File: src/rtl/ipd_stage_pkg.sv
// Shared definitions for the instruction pre-decode stage: bus widths,
// LoongArch branch opcodes and the pre-decode flag bundle.
package ipd_stage_pkg;

    localparam int IF_TO_IPD_BUS_WD = 64;
    localparam int IPD_TO_ID_BUS_WD = 132;

    localparam logic [5:0] OPC_B    = 6'b010100;
    localparam logic [5:0] OPC_BL   = 6'b010101;
    localparam logic [5:0] OPC_JIRL = 6'b010011;
    localparam logic [5:0] OPC_BEQ  = 6'b010110;
    localparam logic [5:0] OPC_BNE  = 6'b010111;
    localparam logic [5:0] OPC_BLT  = 6'b011000;
    localparam logic [5:0] OPC_BGE  = 6'b011001;
    localparam logic [5:0] OPC_BLTU = 6'b011010;
    localparam logic [5:0] OPC_BGEU = 6'b011011;

    // Bit order matches the top nibble of the IPD->ID bus.
    typedef struct packed {
        logic is_cond_br;
        logic is_b;
        logic is_bl;
        logic is_jirl;
    } br_flags_t;

endpackage

File: src/rtl/ipd_stage_if.sv
// Generic valid/allow_in handshake carrying a payload bus. The producer
// uses the master modport, the consumer the slave modport.
interface ipd_stage_if
    import ipd_stage_pkg::*;
#(
    parameter int WIDTH = IF_TO_IPD_BUS_WD
);

    logic [WIDTH-1:0] bus;
    logic             valid;
    logic             allow_in;

    modport master (output bus, output valid, input allow_in);
    modport slave  (input bus, input valid, output allow_in);

endinterface

File: src/rtl/ipd_predecode.sv
// Combinational LoongArch branch pre-decoder: classifies the instruction
// and computes the direct branch target. Kept standalone so ID can reuse it.
module ipd_predecode
    import ipd_stage_pkg::*;
(
    input  logic [31:0] inst,
    input  logic [31:0] inst_PC,
    output br_flags_t   flags,
    output logic [31:0] br_target
);

    logic [5:0]  opc;
    logic [31:0] offs16;
    logic [31:0] offs26;

    assign opc    = inst[31:26];
    assign offs16 = {{14{inst[25]}}, inst[25:10], 2'b00};
    assign offs26 = {{4{inst[9]}}, inst[9:0], inst[25:10], 2'b00};

    // Classify by opcode; jirl and non-branches carry a zero target.
    always_comb begin
        flags     = '0;
        br_target = '0;
        case (opc)
            OPC_B: begin
                flags.is_b = 1'b1;
                br_target  = inst_PC + offs26;
            end
            OPC_BL: begin
                flags.is_bl = 1'b1;
                br_target   = inst_PC + offs26;
            end
            OPC_JIRL: begin
                flags.is_jirl = 1'b1;
            end
            OPC_BEQ, OPC_BNE, OPC_BLT, OPC_BGE, OPC_BLTU, OPC_BGEU: begin
                flags.is_cond_br = 1'b1;
                br_target        = inst_PC + offs16;
            end
            default: begin
                flags     = '0;
                br_target = '0;
            end
        endcase
    end

endmodule

File: src/rtl/ipd_stage.sv
// Instruction pre-decode stage. Captures IF's instruction and PCs into a
// 2-entry FIFO together with the pre-decoded branch info, and presents the
// head entry to ID. A misprediction from ID empties the FIFO.
module ipd_stage
    import ipd_stage_pkg::*;
(
    input  logic               clk,
    input  logic               reset,
    ipd_stage_if.slave         if_in,
    input  logic [31:0]        inst_ram_r_data,
    input  logic               br_taken_cancel,
    ipd_stage_if.master        id_out
);

    logic [IPD_TO_ID_BUS_WD-1:0] entry_q [2];
    logic                        rd_ptr;
    logic                        wr_ptr;
    logic [1:0]                  count;

    br_flags_t                   pd_flags;
    logic [31:0]                 pd_target;
    logic [IPD_TO_ID_BUS_WD-1:0] new_entry;
    logic                        push;
    logic                        pop;

    ipd_predecode u_predecode (
        .inst      (inst_ram_r_data),
        .inst_PC   (if_in.bus[31:0]),
        .flags     (pd_flags),
        .br_target (pd_target)
    );

    assign new_entry = {pd_flags, pd_target, if_in.bus[63:32], if_in.bus[31:0], inst_ram_r_data};

    // allow_in comes only from the registered count, so ID's stall never
    // reaches back to IF combinationally; a full FIFO refuses even if ID pops.
    assign if_in.allow_in = (count != 2'd2);
    assign id_out.valid   = (count != 2'd0) & ~br_taken_cancel;
    assign id_out.bus     = (count == 2'd0) ? '0 : entry_q[rd_ptr];

    assign push = if_in.valid & if_in.allow_in & ~br_taken_cancel;
    assign pop  = id_out.valid & id_out.allow_in;

    // Payload storage; left uncleared on reset since count gates visibility.
    always_ff @(posedge clk) begin
        if (push) begin
            entry_q[wr_ptr] <= new_entry;
        end
    end

    // Pointer and occupancy bookkeeping; reset, then flush, take priority.
    always_ff @(posedge clk) begin
        if (reset) begin
            rd_ptr <= 1'b0;
            wr_ptr <= 1'b0;
            count  <= 2'd0;
        end else if (br_taken_cancel) begin
            rd_ptr <= 1'b0;
            wr_ptr <= 1'b0;
            count  <= 2'd0;
        end else begin
            if (push) begin
                wr_ptr <= ~wr_ptr;
            end
            if (pop) begin
                rd_ptr <= ~rd_ptr;
            end
            case ({push, pop})
                2'b10:   count <= count + 2'd1;
                2'b01:   count <= count - 2'd1;
                default: count <= count;
            endcase
        end
    end

endmodule

File: src/flat_wrapper.sv
// flat-port wrapper written by rule: the top's interface ports become plain ports
module ipd_stage_flat import ipd_stage_pkg::*;
  (clk, reset, inst_ram_r_data, br_taken_cancel, if_in_bus, if_in_valid, if_in_allow_in, id_out_bus, id_out_valid, id_out_allow_in);
  ipd_stage_if #(.WIDTH(IF_TO_IPD_BUS_WD)) if_in_i ();
  ipd_stage_if #(.WIDTH(IPD_TO_ID_BUS_WD)) id_out_i ();
  input  logic clk;
  input  logic reset;
  input  logic [31:0] inst_ram_r_data;
  input  logic br_taken_cancel;
  input wire logic [$bits(if_in_i.bus)-1:0] if_in_bus;
  input wire logic [$bits(if_in_i.valid)-1:0] if_in_valid;
  output wire logic [$bits(if_in_i.allow_in)-1:0] if_in_allow_in;
  output wire logic [$bits(id_out_i.bus)-1:0] id_out_bus;
  output wire logic [$bits(id_out_i.valid)-1:0] id_out_valid;
  input wire logic [$bits(id_out_i.allow_in)-1:0] id_out_allow_in;
  assign if_in_i.bus = if_in_bus;
  assign if_in_i.valid = if_in_valid;
  assign if_in_allow_in = if_in_i.allow_in;
  assign id_out_bus = id_out_i.bus;
  assign id_out_valid = id_out_i.valid;
  assign id_out_i.allow_in = id_out_allow_in;
  ipd_stage u_core (.clk(clk), .reset(reset), .if_in(if_in_i), .inst_ram_r_data(inst_ram_r_data), .br_taken_cancel(br_taken_cancel), .id_out(id_out_i));
endmodule
File: config.mk
export PLATFORM = sky130hd
export DESIGN_NAME = ipd_stage_flat
export DESIGN_NICKNAME = d
export VERILOG_FILES = /design/src/rtl/ipd_stage_pkg.sv /design/src/rtl/ipd_stage_if.sv /design/src/rtl/ipd_predecode.sv /design/src/rtl/ipd_stage.sv /design/src/flat_wrapper.sv
export SDC_FILE = /design/constraint.sdc
export NUM_CORES = 1
export LEC_CHECK = 0
export CAP_MARGIN = 20
export CORE_MARGIN = 3
export CORE_UTILIZATION = 50
export CTS_CLUSTER_SIZE = 10
export DETAILED_ROUTE_END_ITERATION = 6
export PLACE_DENSITY = 0.82
export SYNTH_ARGS = -nofsm -noshare
export SYNTH_HDL_FRONTEND = slang
export SYNTH_SLANG_ARGS = --single-unit
File: constraint.sdc
create_clock -name clk -period 22.9 [get_ports clk]
set_clock_uncertainty 0.2 [all_clocks]
set_input_delay 3.435 -clock clk [delete_from_list [all_inputs] [get_ports clk]]
set_output_delay 3.435 -clock clk [all_outputs]
set_load 0.01 [all_outputs]
==> metrics.md <==
| Metric | Value |
|---|---|
| CTS sink count | `between 200 and 300` |
| IO Count | `about 240` |
| Sw Share | `between 20% and 30%` |
| Top_reg_cell synth | `edfxtp_1` |
| # resized after CTS | `0` |
| Pwr dens | `between 70 and 80 nW/um2` |
| Most common cell after layout, fill and taps aside | `edfxtp_1` |
| Area of the multi-input gates | `~3900 um2` |
| PortBufs | `between 200 and 250` |
| Worst path max stage delay | `approximately 0.56 ns` |
| Share of layout cells above drive strength 1 | `under 10%` |
| Yosys cell types | `68` |
| Setup bufs post-CTS | `0` |
| Clock Latency Late Sink | `between 0.5 and 0.6 ns` |
| Gr ovfl total | `0` |
| Die area | `26,190 um2` |
| Nets | `1,253` |
| Async S/R FF share, synth | `0%` |
| H-tree levels | `1` |
| DRC Markers | `0` |
| Hold crit path type | `reg -> reg` |
| Die width | `161.8 um` |
| Final Slew Violations | `0` |
| Worst Path Arrival | `between 4 and 5 ns` |
| Initial antenna violation count | `0` |
| Measured slew at the worst slew-check pin | `a little under 1 ns` |
| CP Cell Sequence | `clkdlybuf4s50_1 > nor2_1 > clkdlybuf4s50_1` |
| Max-slew headroom | `between 30% and 40%` |
| Area share of the leading cell type in the synthesized netlist | `between 60 and 70%` |
| Most frequent cells in the layout | `edfxtp_1, clkdlybuf4s50_1, nor2_1` |
| First-pass GRT wire length | `44,640 um` |
| GPL Wtd Cong | `0.8738` |
| Setup_tns | `0 ns` |
| Run status | `finished, final reports clean` |
| Clk buf depth | `3` |
| Avg Synthesized Cell Area | `between 10 and 15 um2` |
| Seq pwr share | `about half` |
| Total Wirelength | `roughly 29,000 um` |
| Internal power | `0.0008573 W` |
| Synth warnings | `0` |
| Crit path top cell by count | `clkdlybuf4s50_1` |
| Combinational power share | `11.4%` |
| Area after DPL | `about 15,000 um2` |
| Cells after Synth | `approximately 900` |
| Clock power frac | `about two fifths` |
| CP Max Fanout | `7` |
| FILL cells | `1,776` |
| Unrepaired setup endpoints after global routing | `false` |
| FMAX | `approximately 0.12 GHz` |
| Period utilisation layout | `roughly 36%` |
| Core Region | `about 24,000 um2` |
| CTS clk-pin slew, worst paths | `roughly 0.06 ns` |
| Largest net degree at the start of global routing | `86` |
| Via count | `7,863` |
| FF+latch count, synth | `269` |
| Detailed Place HPWL | `roughly 19,000 um` |
| Cell area after layout | `~16,000 um2` |
| Initial Utilization | `between 50% and 60%` |
| Die Y-Extent | `~160 um` |
| Remaining antenna violation count after routing | `0` |
| Cts-stage hold buffer count | `0` |
| Top cells by area, synth | `edfxtp_1, mux2i_1, nor2_1, ha_1, nand2_1` |
| Vias in the first global route | `roughly 8.1k` |
| CP startpoint kind | `input pin` |
| Tmin final | `between 8 and 9 ns` |
| Largest area contributor in the synthesized netlist | `edfxtp_1` |
| Area growth syn-to-layout | `29.10%` |
| # diodes | `0` |
| Peak VDD IR | `about 0.000053 V` |
| Total power | `between 0.001 and 0.0015 W` |
| Seq. cell area | `approximately 8000 um2` |
| GRT Resource Usage Total | `21.43%` |
| Final Hold Fails | `0` |
| CTS Buf Count | `31` |
| Row cnt | `56` |
| Crit Path Class | `in -> out` |
| WL per Instance | `slightly below 20 um` |
| CTS Root Cell | `clkbuf_16` |
| CTS tree | `done` |
| First-pass DRT Iterations | `5` |
| Final setup viols | `0` |
| Post-synth EDFFs | `~260` |
| Net Switching | `around 0.00025 W` |
| Synthesized area | `~12,000 um2` |
| Post-synthesis sequential area ratio | `between 60% and 70%` |
| DRT iter0 DRCs | `approximately 610` |
| CP required | `slightly below 20 ns` |
| Post-Syn Nets | `1,015` |
| Vias per cell | `between 5 and 6` |
| Worst path slowest cell | `clkdlybuf4s50_1` |
| Max Cap Violations | `0` |
| Leak pwr | `roughly 5.2 nW` |
| CP Capture Type | `output port` |
[layer usage]
metal  GRT usage [%]  up-vias  share of wire [%]
li1                -     3767                  -
met1           28.27     3802                 43
met2           37.14      237                 49
met3           3.647       57                5.6
met4           5.506        0                2.2
met5               0        -                  0
[worst max-delay path: cells and delay by family]
family        cells  cell delay, ns
buf+inv           2            1.08
simple gates      1            0.18
[synthesized netlist by cell type (all sizes together), types with 4 or more instances]
| master | n |
|---|---|
| a211oi | 4 |
| a21o | 10 |
| a21oi | 27 |
| a31oi | 6 |
| and3 | 5 |
| buf | 13 |
| clkbuf | 24 |
| dfxtp | 5 |
| edfxtp | 264 |
| ha | 32 |
| inv | 16 |
| mux2i | 133 |
| nand2 | 43 |
| nand2b | 4 |
| nand3 | 4 |
| nand4 | 9 |
| nor2 | 168 |
| nor3 | 12 |
| o211ai | 8 |
| o21ai | 16 |
| o21bai | 4 |
| or3 | 4 |
| xnor2 | 17 |
| xor2 | 12 |
[flip-flops by register name, indices dropped and copies added (netlist names), named ones only]
| signal | count |
|---|---|
| u_core.count | 2 |
| u_core.entry_q | 264 |
| u_core.rd_ptr | 1 |
| u_core.wr_ptr | 1 |
[kinds of logic after synthesis]
kind of cell	synth area share, %
adder cells (fa/ha/maj)	3.462
buffers and inverters	1.824
AO/OA/AOI/OAI	6.141
flip-flops	66.11
XOR/XNOR	2.092
multiplexers	10.96
AND/OR/NAND/NOR	9.408
[stage by stage]
| stage | util (%) | hold slack [ns] | instances | worst slack (ns) |
|---|---|---|---|---|
| global placement | 62.50 | 0.3353 | 1404 | 14.60 |
| finish | 66.19 | 0.3660 | 1453 | 14.56 |
| floorplan | - | 0.3184 | 881 | 12.91 |
| CTS | 66.19 | 0.3673 | 1453 | 14.55 |
| global route | 66.19 | 0.4155 | 1453 | 14.51 |
| detailed placement | 62.62 | 0.3563 | 1405 | 14.55 |
[area by class of cell]
type | instances | area share, %
Clock buffer | 43 | 5.236
Inverter | 16 | 0.3831
Tap cell | 319 | 2.546
Multi-Input combinational cell | 559 | 24.98
Timing Repair Buffer | 242 | 15.45
Sequential cell | 269 | 51.23
Clock inverter | 5 | 0.1676
[worst paths after layout]
check / from / end / cells after the start / slack (ns)
worst max-delay path: br_taken_cancel / id_out_valid / 3 / 14.56
worst min-delay path: u_core.rd_ptr / u_core.rd_ptr / 2 / 0.37
worst max register to register: u_core.count[0] / u_core.entry_q[0][52] / 5 / 19.63
worst min register to register: u_core.rd_ptr / u_core.rd_ptr / 2 / 0.37
[power by group through the flow]
stage          Clock (W)  Combinational (W)  Sequential [W]
6_report        0.000423           0.000127        0.000559
2_1_floorplan          0          0.0000718        0.000571
4_1_cts         0.000430           0.000127        0.000559
3_3_place_gp           0           0.000123        0.000568
3_5_place_dp           0           0.000126        0.000569
5_1_grt         0.000451           0.000139        0.000560
No activity file was read; power rests on OpenSTA's default activity.
